<file path="src/rtl/cpu_pkg.sv">
// Shared CPU definitions: instruction field layout, fetch FSM states and the default reset PC.
package cpu_pkg;

    localparam int INSTR_W = 32;
    localparam int OPC_MSB = 31;
    localparam int OPC_W   = 6;
    localparam int REG_W   = 5;
    localparam int RS_LSB  = 21;
    localparam int RT_LSB  = 16;
    localparam int RD_LSB  = 11;
    localparam int FUNCT_W = 6;
    localparam int IMM_W   = 16;

    localparam logic [31:0] DEFAULT_RESET_PC = 32'h0000_0000;

    typedef enum logic [1:0] {
        FETCH_REQ = 2'd0,
        WAIT_RSP  = 2'd1,
        HOLD      = 2'd2
    } fetch_state_e;

endpackage

</file>
<file path="src/rtl/ir_field_split.sv">
// Combinational slicer from a MIPS instruction word into its decode fields.
module ir_field_split
    import cpu_pkg::*;
(
    input  logic [INSTR_W-1:0] ir,
    output logic [OPC_W-1:0]   opcode,
    output logic [REG_W-1:0]   rs,
    output logic [REG_W-1:0]   rt,
    output logic [REG_W-1:0]   rd,
    output logic [FUNCT_W-1:0] funct,
    output logic [IMM_W-1:0]   imm
);

    assign opcode = ir[OPC_MSB -: OPC_W];
    assign rs     = ir[RS_LSB +: REG_W];
    assign rt     = ir[RT_LSB +: REG_W];
    assign rd     = ir[RD_LSB +: REG_W];
    assign funct  = ir[FUNCT_W-1:0];
    assign imm    = ir[IMM_W-1:0];

endmodule

</file>
<file path="src/rtl/instr_fetch_unit.sv">
// Multicycle MIPS fetch stage: one outstanding imem read, IR latch, redirect with response squash.
// Optional performance counters are enabled with the IFU_PERF_CNT_EN macro.
module instr_fetch_unit
    import cpu_pkg::*;
#(
    parameter int                ADDR_W   = 32,
    parameter logic [ADDR_W-1:0] RESET_PC = ADDR_W'(DEFAULT_RESET_PC),
    parameter int                PC_STEP  = 4
) (
    input  logic               clk,
    input  logic               reset_n,
    output logic               imem_req_valid,
    input  logic               imem_req_ready,
    output logic [ADDR_W-1:0]  imem_req_addr,
    input  logic               imem_rsp_valid,
    input  logic [INSTR_W-1:0] imem_rsp_data,
    input  logic               redirect_valid,
    input  logic [ADDR_W-1:0]  redirect_pc,
    output logic               dec_valid,
    input  logic               dec_ready,
    output logic [ADDR_W-1:0]  dec_pc,
    output logic [INSTR_W-1:0] dec_instr,
    output logic [OPC_W-1:0]   dec_opcode,
    output logic [REG_W-1:0]   dec_rs,
    output logic [REG_W-1:0]   dec_rt,
    output logic [REG_W-1:0]   dec_rd,
    output logic [FUNCT_W-1:0] dec_funct,
    output logic [IMM_W-1:0]   dec_imm
`ifdef IFU_PERF_CNT_EN
    ,
    output logic [31:0]        perf_fetch_cnt,
    output logic [31:0]        perf_squash_cnt
`endif
);

    fetch_state_e       state_q, state_d;
    logic [ADDR_W-1:0]  pc_q, pc_d;
    logic [INSTR_W-1:0] ir_q;
    logic [ADDR_W-1:0]  dec_pc_q;
    logic               squash_q, squash_d;
    logic               ir_load;

    // Requests are masked while reset is asserted so every output reads 0 during reset.
    assign imem_req_valid = reset_n && (state_q == FETCH_REQ) && !redirect_valid;
    assign imem_req_addr  = pc_q;
    assign dec_valid      = (state_q == HOLD) && !redirect_valid;
    assign dec_pc         = dec_pc_q;
    assign dec_instr      = ir_q;

    always_comb begin
        state_d  = state_q;
        pc_d     = pc_q;
        squash_d = squash_q;
        ir_load  = 1'b0;
        if (redirect_valid) begin
            pc_d = redirect_pc;
            unique case (state_q)
                FETCH_REQ: state_d = FETCH_REQ;
                WAIT_RSP: begin
                    if (imem_rsp_valid) begin
                        state_d  = FETCH_REQ;
                        squash_d = 1'b0;
                    end else begin
                        squash_d = 1'b1;
                    end
                end
                HOLD:      state_d = FETCH_REQ;
                default:   state_d = FETCH_REQ;
            endcase
        end else begin
            unique case (state_q)
                FETCH_REQ: begin
                    if (imem_req_ready) state_d = WAIT_RSP;
                end
                WAIT_RSP: begin
                    if (imem_rsp_valid) begin
                        if (squash_q) begin
                            squash_d = 1'b0;
                            state_d  = FETCH_REQ;
                        end else begin
                            ir_load = 1'b1;
                            pc_d    = pc_q + ADDR_W'(PC_STEP);
                            state_d = HOLD;
                        end
                    end
                end
                HOLD: begin
                    if (dec_ready) state_d = FETCH_REQ;
                end
                default: state_d = FETCH_REQ;
            endcase
        end
    end

    always_ff @(posedge clk or negedge reset_n) begin
        if (!reset_n) begin
            state_q  <= FETCH_REQ;
            pc_q     <= RESET_PC;
            squash_q <= 1'b0;
            ir_q     <= '0;
            dec_pc_q <= '0;
        end else begin
            state_q  <= state_d;
            pc_q     <= pc_d;
            squash_q <= squash_d;
            if (ir_load) begin
                ir_q     <= imem_rsp_data;
                dec_pc_q <= pc_q;
            end
        end
    end

    ir_field_split u_split (
        .ir     (ir_q),
        .opcode (dec_opcode),
        .rs     (dec_rs),
        .rt     (dec_rt),
        .rd     (dec_rd),
        .funct  (dec_funct),
        .imm    (dec_imm)
    );

`ifdef IFU_PERF_CNT_EN
    logic fetch_evt;
    logic drop_evt;

    function automatic logic [31:0] sat_inc(input logic [31:0] v);
        return (&v) ? v : v + 32'd1;
    endfunction

    // A drop is either a squashed/redirected response or an instruction lost from HOLD.
    assign fetch_evt = dec_valid && dec_ready;
    assign drop_evt  = ((state_q == HOLD) && redirect_valid) ||
                       ((state_q == WAIT_RSP) && imem_rsp_valid && (redirect_valid || squash_q));

    always_ff @(posedge clk or negedge reset_n) begin
        if (!reset_n) begin
            perf_fetch_cnt  <= '0;
            perf_squash_cnt <= '0;
        end else begin
            if (fetch_evt) perf_fetch_cnt  <= sat_inc(perf_fetch_cnt);
            if (drop_evt)  perf_squash_cnt <= sat_inc(perf_squash_cnt);
        end
    end
`endif

endmodule

</file>
<file path="config.mk">
export PLATFORM = sky130hd
export DESIGN_NAME = instr_fetch_unit
export DESIGN_NICKNAME = d
export VERILOG_FILES = /design/src/rtl/cpu_pkg.sv /design/src/rtl/ir_field_split.sv /design/src/rtl/instr_fetch_unit.sv
export SDC_FILE = /design/constraint.sdc
export NUM_CORES = 1
export LEC_CHECK = 0
export ABC_CLOCK_PERIOD_IN_PS = 1800
export CAP_MARGIN = 30
export CORE_UTILIZATION = 38
export DETAILED_ROUTE_END_ITERATION = 8
export GPL_TIMING_DRIVEN = 0
export HOLD_SLACK_MARGIN = 0.1
export PLACE_DENSITY = 0.73
export SKIP_CTS_REPAIR_TIMING = 1
export SLEW_MARGIN = 20
export SYNTH_ARGS = -nofsm -noshare
export SYNTH_HDL_FRONTEND = slang
export SYNTH_SLANG_ARGS = --single-unit
</file>
<file path="constraint.sdc">
create_clock -name clk -period 1.8 [get_ports clk]
set_input_delay 0.36 -clock clk [delete_from_list [all_inputs] [get_ports clk]]
set_output_delay 0.36 -clock clk [all_outputs]
set_load 0.01 [all_outputs]
</file>
After elaboration in Yosys (flattened, before gate mapping)
Cells that the tools add are included.
- bits in writable memories: 0
- latch bits: 0
- bits of input ports: 70
- memories kept: 0
- register bits: 99
- memory bits (read-only): 0
- word-level logic and storage cells: 43
- output and inout bits: 141
- reductions and logical operators: 10
- order comparisons: 0
- shifts and indexed selects: 0
- bitwise gates (word level): 0
- div/mod/pow operators: 0
- equality and inequality tests: 6
- $mul: 0
- mux-type cells: 21
- $add $sub $neg: 1
- operator list (kind ; count):
    $mux W32 ; 4
    $add A32 B3 Y32 const B ; 1
    $mux W2 ; 7
    $mux W1 ; 9
    $ne A3 B3 Y1 const B ; 2
    $pmux W2 S3 ; 1
    $reduce_and A3 Y1 ; 2
    $ne A2 B2 Y1 const B ; 2
    $reduce_bool A2 Y1 ; 2
    $logic_and A1 B1 Y1 ; 3
    $eq A2 B1 Y1 const B ; 1
    $eq A2 B2 Y1 const B ; 1
    $logic_not A2 Y1 ; 1
    $reduce_and A2 Y1 ; 1
    $logic_not A1 Y1 ; 1

Logic depth before layout (Yosys ltp)
Gate-level depths: netlist (run 1).
- depth after elaboration: 5
- mapped depth: 7
- mapped depth without buffers: 5

Cells and area by module
From an unflattened synthesis (run 1), not the netlist that was laid out.
- cell total of the unflattened synthesis: 395
- area, all modules: 4704.5 µm²
- by module, submodules not included (module ; area each (µm²) ; cells an instance ; sequential area each (µm²) ; instances):
    instr_fetch_unit ; 4381.7 ; 352 ; 2477.4 ; 1
    ir_field_split ; 322.8 ; 43 ; 0.0 ; 1

Worst setup path after synthesis (run 1)
Ideal clock, no wire load.
- kind: register -> register
- start: register state_q[1]
- end: register pc_q[28] (netlist: imem_req_addr[28])
- buffers on the path: 3
- data arrival time: 1.750 ns
- stages on the path, launching flop included: 8
- data required time: 1.658 ns
- clock period less this slack: 1.893 ns
- setup slack: -0.093 ns
- setup time: 0.142 ns
- cell sequence: dfrtp_1 -> and4bb_1 -> buf_4 -> nand4_2 -> clkbuf_1 -> buf_2 -> o41ai_1 -> o311ai_1
- cells in the longest elaborated chain, start to end: 3
- RTL lines (what ; line ; RTL):
    start, declared ; instr_fetch_unit.sv:36 ; fetch_state_e state_q, state_d;
    start signal, assigned ; instr_fetch_unit.sv:103 ; state_q <= state_d;
    $eq A2 B1 Y1 ; instr_fetch_unit.sv:71 ; unique case (state_q)
    $reduce_bool A2 Y1 (no line) ; - ;
    $reduce_and A3 Y1 (no line) ; - ;
    end signal, assigned ; instr_fetch_unit.sv:104 ; pc_q <= pc_d;
    end, declared ; instr_fetch_unit.sv:37 ; logic [ADDR_W-1:0] pc_q, pc_d;
Every way passes these cells.
A chain may end at the register's enable or synchronous reset.

Worst setup path after layout (run 1)
- start: register state_q[1]
- end: register pc_q[21] (netlist: imem_req_addr[21])
The elaborated chain is that of the path after synthesis.

==> results of run 1 <==
cells in the mapped netlist (3+ instances only):
cell type | instances | share of area [%]
dfrtp_1 | 99 | 52
mux2_2 | 65 | 15
buf_4 | 44 | 7.0
nand2_1 | 23 | 1.8
nor2_1 | 18 | 1.4
or4_1 | 16 | 2.5
a31oi_1 | 15 | 2.0
o21ai_0 | 12 | 1.3
o31ai_1 | 12 | 1.9
clkbuf_1 | 11 | 0.87
nand3_1 | 11 | 1.2
nand4_1 | 10 | 1.3
buf_2 | 7 | 0.74
inv_1 | 7 | 0.55
xnor2_1 | 7 | 1.3
nor4_1 | 5 | 0.66
and2_1 | 4 | 0.53
and3_1 | 4 | 0.53
a21oi_1 | 3 | 0.32
nor2b_1 | 3 | 0.40
or3_1 | 3 | 0.40
power breakdown:
part | internal [W] | leakage (nW) | switching [W] | total, W
combinational | 0.00358 | 2.25 | 0.00178 | 0.00536
clock | 0.00115 | 0.146 | 0.000814 | 0.00196
sequential | 0.00304 | 1.15 | 0.000656 | 0.00370
worst register-to-register path: cells and delay by family (launching register included):
| family | cells | cell delay [ns] |
|---|---|---|
| AO/OA/AOI/OAI | 2 | 0.55 |
| buffers and inverters | 3 | 0.45 |
| AND/OR/NAND/NOR | 2 | 0.43 |
| flip-flops | 1 | 0.42 |
final timing paths:
| check | from | endpoint | cells past startpoint |
|---|---|---|---|
| min in group clk | imem_rsp_valid | squash_q | 2 |
| setup reg to reg | state_q[1] | imem_req_addr[21] | 7 |
| max in group asynchronous | reset_n | imem_req_addr[2] | 2 |
| hold / removal | reset_n | dec_pc[20] | 1 |
| setup / recovery | state_q[1] | imem_req_addr[21] | 7 |
| hold reg to reg | dec_pc[1] | dec_pc[1] | 1 |
stage by stage:
stage	instance area (µm²)	worst slack [ns]	util, %	std cells
after global routing	8190	-0.212	67.6	854
after floorplan	4790	-0.0119	-	408
final	8190	-0.167	67.6	854
after CTS	7420	-1.24	61.3	802
after global placement	7100	-3.75	58.6	786
after detailed placement	7130	-1.23	58.9	787
area by class of cell:
cell class / count / area, µm²
Fill cell: 935 / 3920
Timing Repair Buffer: 263 / 2620
Sequential cell: 99 / 2510
Multi-Input combinational cell: 239 / 2010
Buffer: 63 / 520
Clock buffer: 13 / 260
Tap cell: 168 / 210
Clock inverter: 2 / 35.0
Inverter: 7 / 26.3
logic make-up after synthesis:
kind of cell,count (synthesis)
xor gates and xnor gates,9
buffers and inverters,70
adders and majority gates,1
AOI/OAI and AO/OA,52
and+or+nand+nor,110
DFF,99
muxes,67
state kept, by name, summed over array words and instances, names as in the netlist:
register	flops
dec_pc	32
state_q	2
squash_q	1
imem_req_addr	32
dec_instr	32
metal layers:
layer  track usage, %  up-vias  part of all wire (%)
met1             26.6     2138                    40
met4             9.30        2                   2.2
li1                 -     1987                     -
met5                0        -                 0.068
met3             5.42       25                   6.8
met2             36.7      181                    51
==> reports/summary.txt, run 1 <==
final worst slack: -0.167 ns
Tot GR Track Use: 21.8%
Post-synth ARST share: 100%
Tightest Pin Transition: 0.535 ns
layout cells sized above 1: 35.4%
Leakage: 3.55 nW
adder-cell share of the synthesized area: 0.264%
Layout area overhead: 72.8%
starting density of the core: 39.2%
CP max FO: 8
CP Buf/Inv Count: 3
failing checks: hold timing, setup timing
clock-pin slew on the worst setup and hold paths: 0.07 ns
Via density: 5.07
clk_skew: 0.0109 ns
Hold Path Class: in -> async
1st-pass router iterations: 4
global-route wire length before repair: 21.4 mm
max_slew headroom: 64.3%
largest family of logic cells by synthesized area: multiplexers
die height: 114 µm
CTS max path bufs: 2
H-tree level count: 3
maximum vdd drop: 0.773 mV
initial antenna violation count: 1
routed wire length: 14.8 mm
vias in the first global route: 4069
# Max-Cap Violations: 0
final hold violations: 45
distinct cell type count of the synthesized netlist: 44
max frequency: 0.508 GHz
EDFF count, synth: 0
Compound-Gate Fraction of Synth Area: 7.23%
Placeable Area: 0.0121 mm²
TNS Setup: -1.98 ns
XOR/XNOR share of the synthesized area: 1.66%
predominant post-synthesis flop cell: dfrtp_1
CP arrival: 2.20 ns
CP endpoint kind: flip-flop
delay of the slowest critical-path stage: 0.42 ns
post-synthesis mux area share: 15.9%
drt initial violations: 159
Clk Tree Root Cell: clkbuf_16
status: complete, but fails checks
wire per inst: 17.3 µm
synth warn: 0
Min Clock Period, post-route: 1.97 ns
Slew Viols, Final: 0
Clock Sinks: 99
Chip Width: 114 µm
Startpoint Class: flip-flop
DRC Markers: 0
ANT cells: 0
Tot Pwr: 0.0110 W
CP max stage cell: dfrtp_2
DIE AREA: 0.0129 mm²
worst-skew pair later-pin latency: 0.35 ns
worst path cell trace: and4bb_1, buf_6, nand4_4, buf_8, buf_6, o31a_1, o31a_1
Syn Area/Cell: 11.6 µm²
Cells after Synth: 408
post-synthesis simple-gate area fraction: 13.4%
Mapped Nets: 479
PwrDens: 1340 mW/mm²
overflow left after global routing: 0
IO Count: 211
Detail Route Antenna Nets: 0
vias: 4333
# setup viols final: 62
most frequent cells in the layout: 189 x clkdlybuf4s50_1, 87 x buf_4, 73 x dfrtp_1
Core Rows: 40
RSZ-0062 raised after global routing: yes
CTS tree: built
register area share after synthesis: 52.2%
CP Data Required Time: 2.03 ns
Inserted Clock Buffers: 9
HPWL Detailed: 10.2 mm
WHS: -0.104 ns
Worst R2R Setup Slack: -0.17 ns
Nets: 753
FF+latch count, synth: 99
I/O Buffers: 210
largest net degree at the start of global routing: 56
synthesized area: 0.00474 mm²
Crit Path Category: reg -> reg
routability-driven placement congestion ratio: 0.827
final period utilization: 109%
commonest non-fill, non-tap cell in the layout: clkdlybuf4s50_1
CP top delay family: compound AO/OA/AOI/OAI gates
No activity file was read; power rests on OpenSTA's default activity.
==> inputs of run 2 (changes only) <==
Settings changed: CTS_CLUSTER_SIZE set to 30.
==> results of run 2 <==
No change in the layout: final DEF, timing and power equal those of run 1.
==> inputs of run 3 (changes only) <==
Settings changed: ABC_CLOCK_PERIOD_IN_PS 1800 to 2500, CORE_UTILIZATION 38 to 46, CTS_CLUSTER_DIAMETER set to 80, PLACE_DENSITY 0.73 to 0.83, REMOVE_ABC_BUFFERS set to 1.
Clock period 1.8 ns to 2.5 ns, I/O delays scaled along.
==> reports/summary.txt, run 3 (synthesis results as in run 1) <==
RR Startpoint: state_q[1]
Tot GR Track Use: 22.9%
Startpoint Class: input pin
max frequency: 0.421 GHz
CP max stage cell: nor2_4
Via density: 5.37
final hold violations: 0
Min Clock Period, post-route: 2.38 ns
max_slew headroom: 54.7%
switching share of power: 30.4%
# Max-Cap Violations: 0
ANT cells: 0
post-place instance area: 0.00668 mm²
# setup viols final: 0
Slew Viols, Final: 0
Placeable Area: 0.00986 mm²
Core Rows: 36
RSZ-0062 raised after global routing: no
post-route cell area: 0.00702 mm²
CTS tree: built
Inserted Clock Buffers: 9
Setup WS pre-CTS: -0.625 ns
HPWL Detailed: 8.64 mm
CP max FO: 25
Tot Pwr: 0.00710 W
Layout area overhead: 48.1%
maximum vdd drop: 0.760 mV
sequential share of power: 37.1%
clk_skew: 0.00814 ns
routability-driven placement congestion ratio: 0.773
vias in the first global route: 3885
DIE AREA: 0.0107 mm²
Internal: 0.00494 W
Chip Width: 104 µm
drt initial violations: 84
IO Count: 211
DRC Markers: 0
Clock Sinks: 99
Hold Path Class: in -> async
starting density of the core: 48.1%
Comb pwr share: 45.2%
most frequent cells in the layout: 208 x clkdlybuf4s50_1, 99 x dfrtp_1, 65 x mux2_2
WHS: 0.111 ns
CP endpoint kind: flip-flop
layout cells sized above 1: 17.2%
Nets: 647
Detail Route Antenna Nets: 0
CP arrival: 2.63 ns
status: finished clean
Crit Path Category: in -> reg
clock network power share: 17.7%
worst reg2reg path depth: 4
1st-pass router iterations: 4
CTS max path bufs: 2
global-route wire length before repair: 19.6 mm
worst r2r dst: dec_instr[9]
clock-pin slew on the worst setup and hold paths: 0.10 ns
largest net degree at the start of global routing: 58
worst-skew pair later-pin latency: 0.36 ns
Clk Tree Root Cell: clkbuf_8
Worst R2R Setup Slack: 0.28 ns
CP Data Required Time: 2.75 ns
overflow left after global routing: 0
worst path cell trace: clkdlybuf4s50_1, nand4bb_1, nor2_4, buf_16, mux2_2
H-tree level count: 3
Tightest Pin Transition: 0.680 ns
commonest non-fill, non-tap cell in the layout: clkdlybuf4s50_1
initial antenna violation count: 0
delay of the slowest critical-path stage: 0.62 ns
Leakage: 2.78 nW
final period utilization: 95.1%
die height: 104 µm
routed wire length: 12.3 mm
vias: 3832
I/O Buffers: 210
PwrDens: 1010 mW/mm²
wire per inst: 17.3 µm
final worst slack: 0.123 ns
Sw Pwr: 0.00216 W
[run 3: cell count changes in the layout (fill, tap and decap cells not counted), sizes merged]
cell	before	now
buf	111	11
bufinv	1	3
clkbuf	19	10
clkdlybuf4s50	189	208
clkinv	1	0
clkinvlp	0	3
dlymetal6s2s	20	0
nand4	12	13
[run 3: how the worst max path moves through the flow]
| stage | cells after the start | end | startpoint |
|---|---|---|---|
| floorplan | 3 | dec_instr[0] | imem_rsp_valid |
| global placement | 3 | dec_instr[10] | redirect_valid |
| detailed placement | 5 | imem_req_addr[28] | imem_rsp_valid |
| CTS | 5 | imem_req_addr[28] | imem_rsp_valid |
| global route | 5 | dec_instr[28] | imem_rsp_valid |
| finish | 5 | dec_instr[9] | imem_rsp_valid |
[run 3: per-layer routing]
metal | vias to the layer above | part of all wire [%] | track usage, %
met5 | - | 0 | 0
met4 | 0 | 1.4 | 8.18
met3 | 15 | 5.8 | 4.85
met2 | 142 | 50 | 39.9
met1 | 1892 | 42 | 27.9
li1 | 1783 | - | -
[run 3: worst max-delay path, delay by kind of cell]
kind	cells	cell delay [ns]
mux	1	0.36
buf+inv	2	0.78
simple gates	2	0.97
[run 3: cell type report]
cell class	count	area, µm²
clock buffers	10	138
clock inverters	6	113
fillers	719	2840
inverters	7	26.3
multi-input cells	240	1850
flip-flops and latches	99	2480
well taps	133	166
repair buffers	219	2250
[run 3: metrics by stage]
stage                     TNS (ns)  instances  util (%)
after global routing             0        714      71.2
final                            0        714      71.2
after floorplan             -96.34        345         -
after detailed placement    -18.49        691      67.7
after global placement     -544.43        688      66.8
after CTS                   -0.798        707      70.2
[run 3: power by group through the flow]
stage	sequential [W]	clock (W)	combinational, W
2_1_floorplan	0.00306	0	0.000610
3_3_place_gp	0.00261	0	0.00315
3_5_place_dp	0.00267	0	0.00322
4_1_cts	0.00264	0.00128	0.00323
5_1_grt	0.00273	0.00134	0.00338
6_report	0.00263	0.00125	0.00321
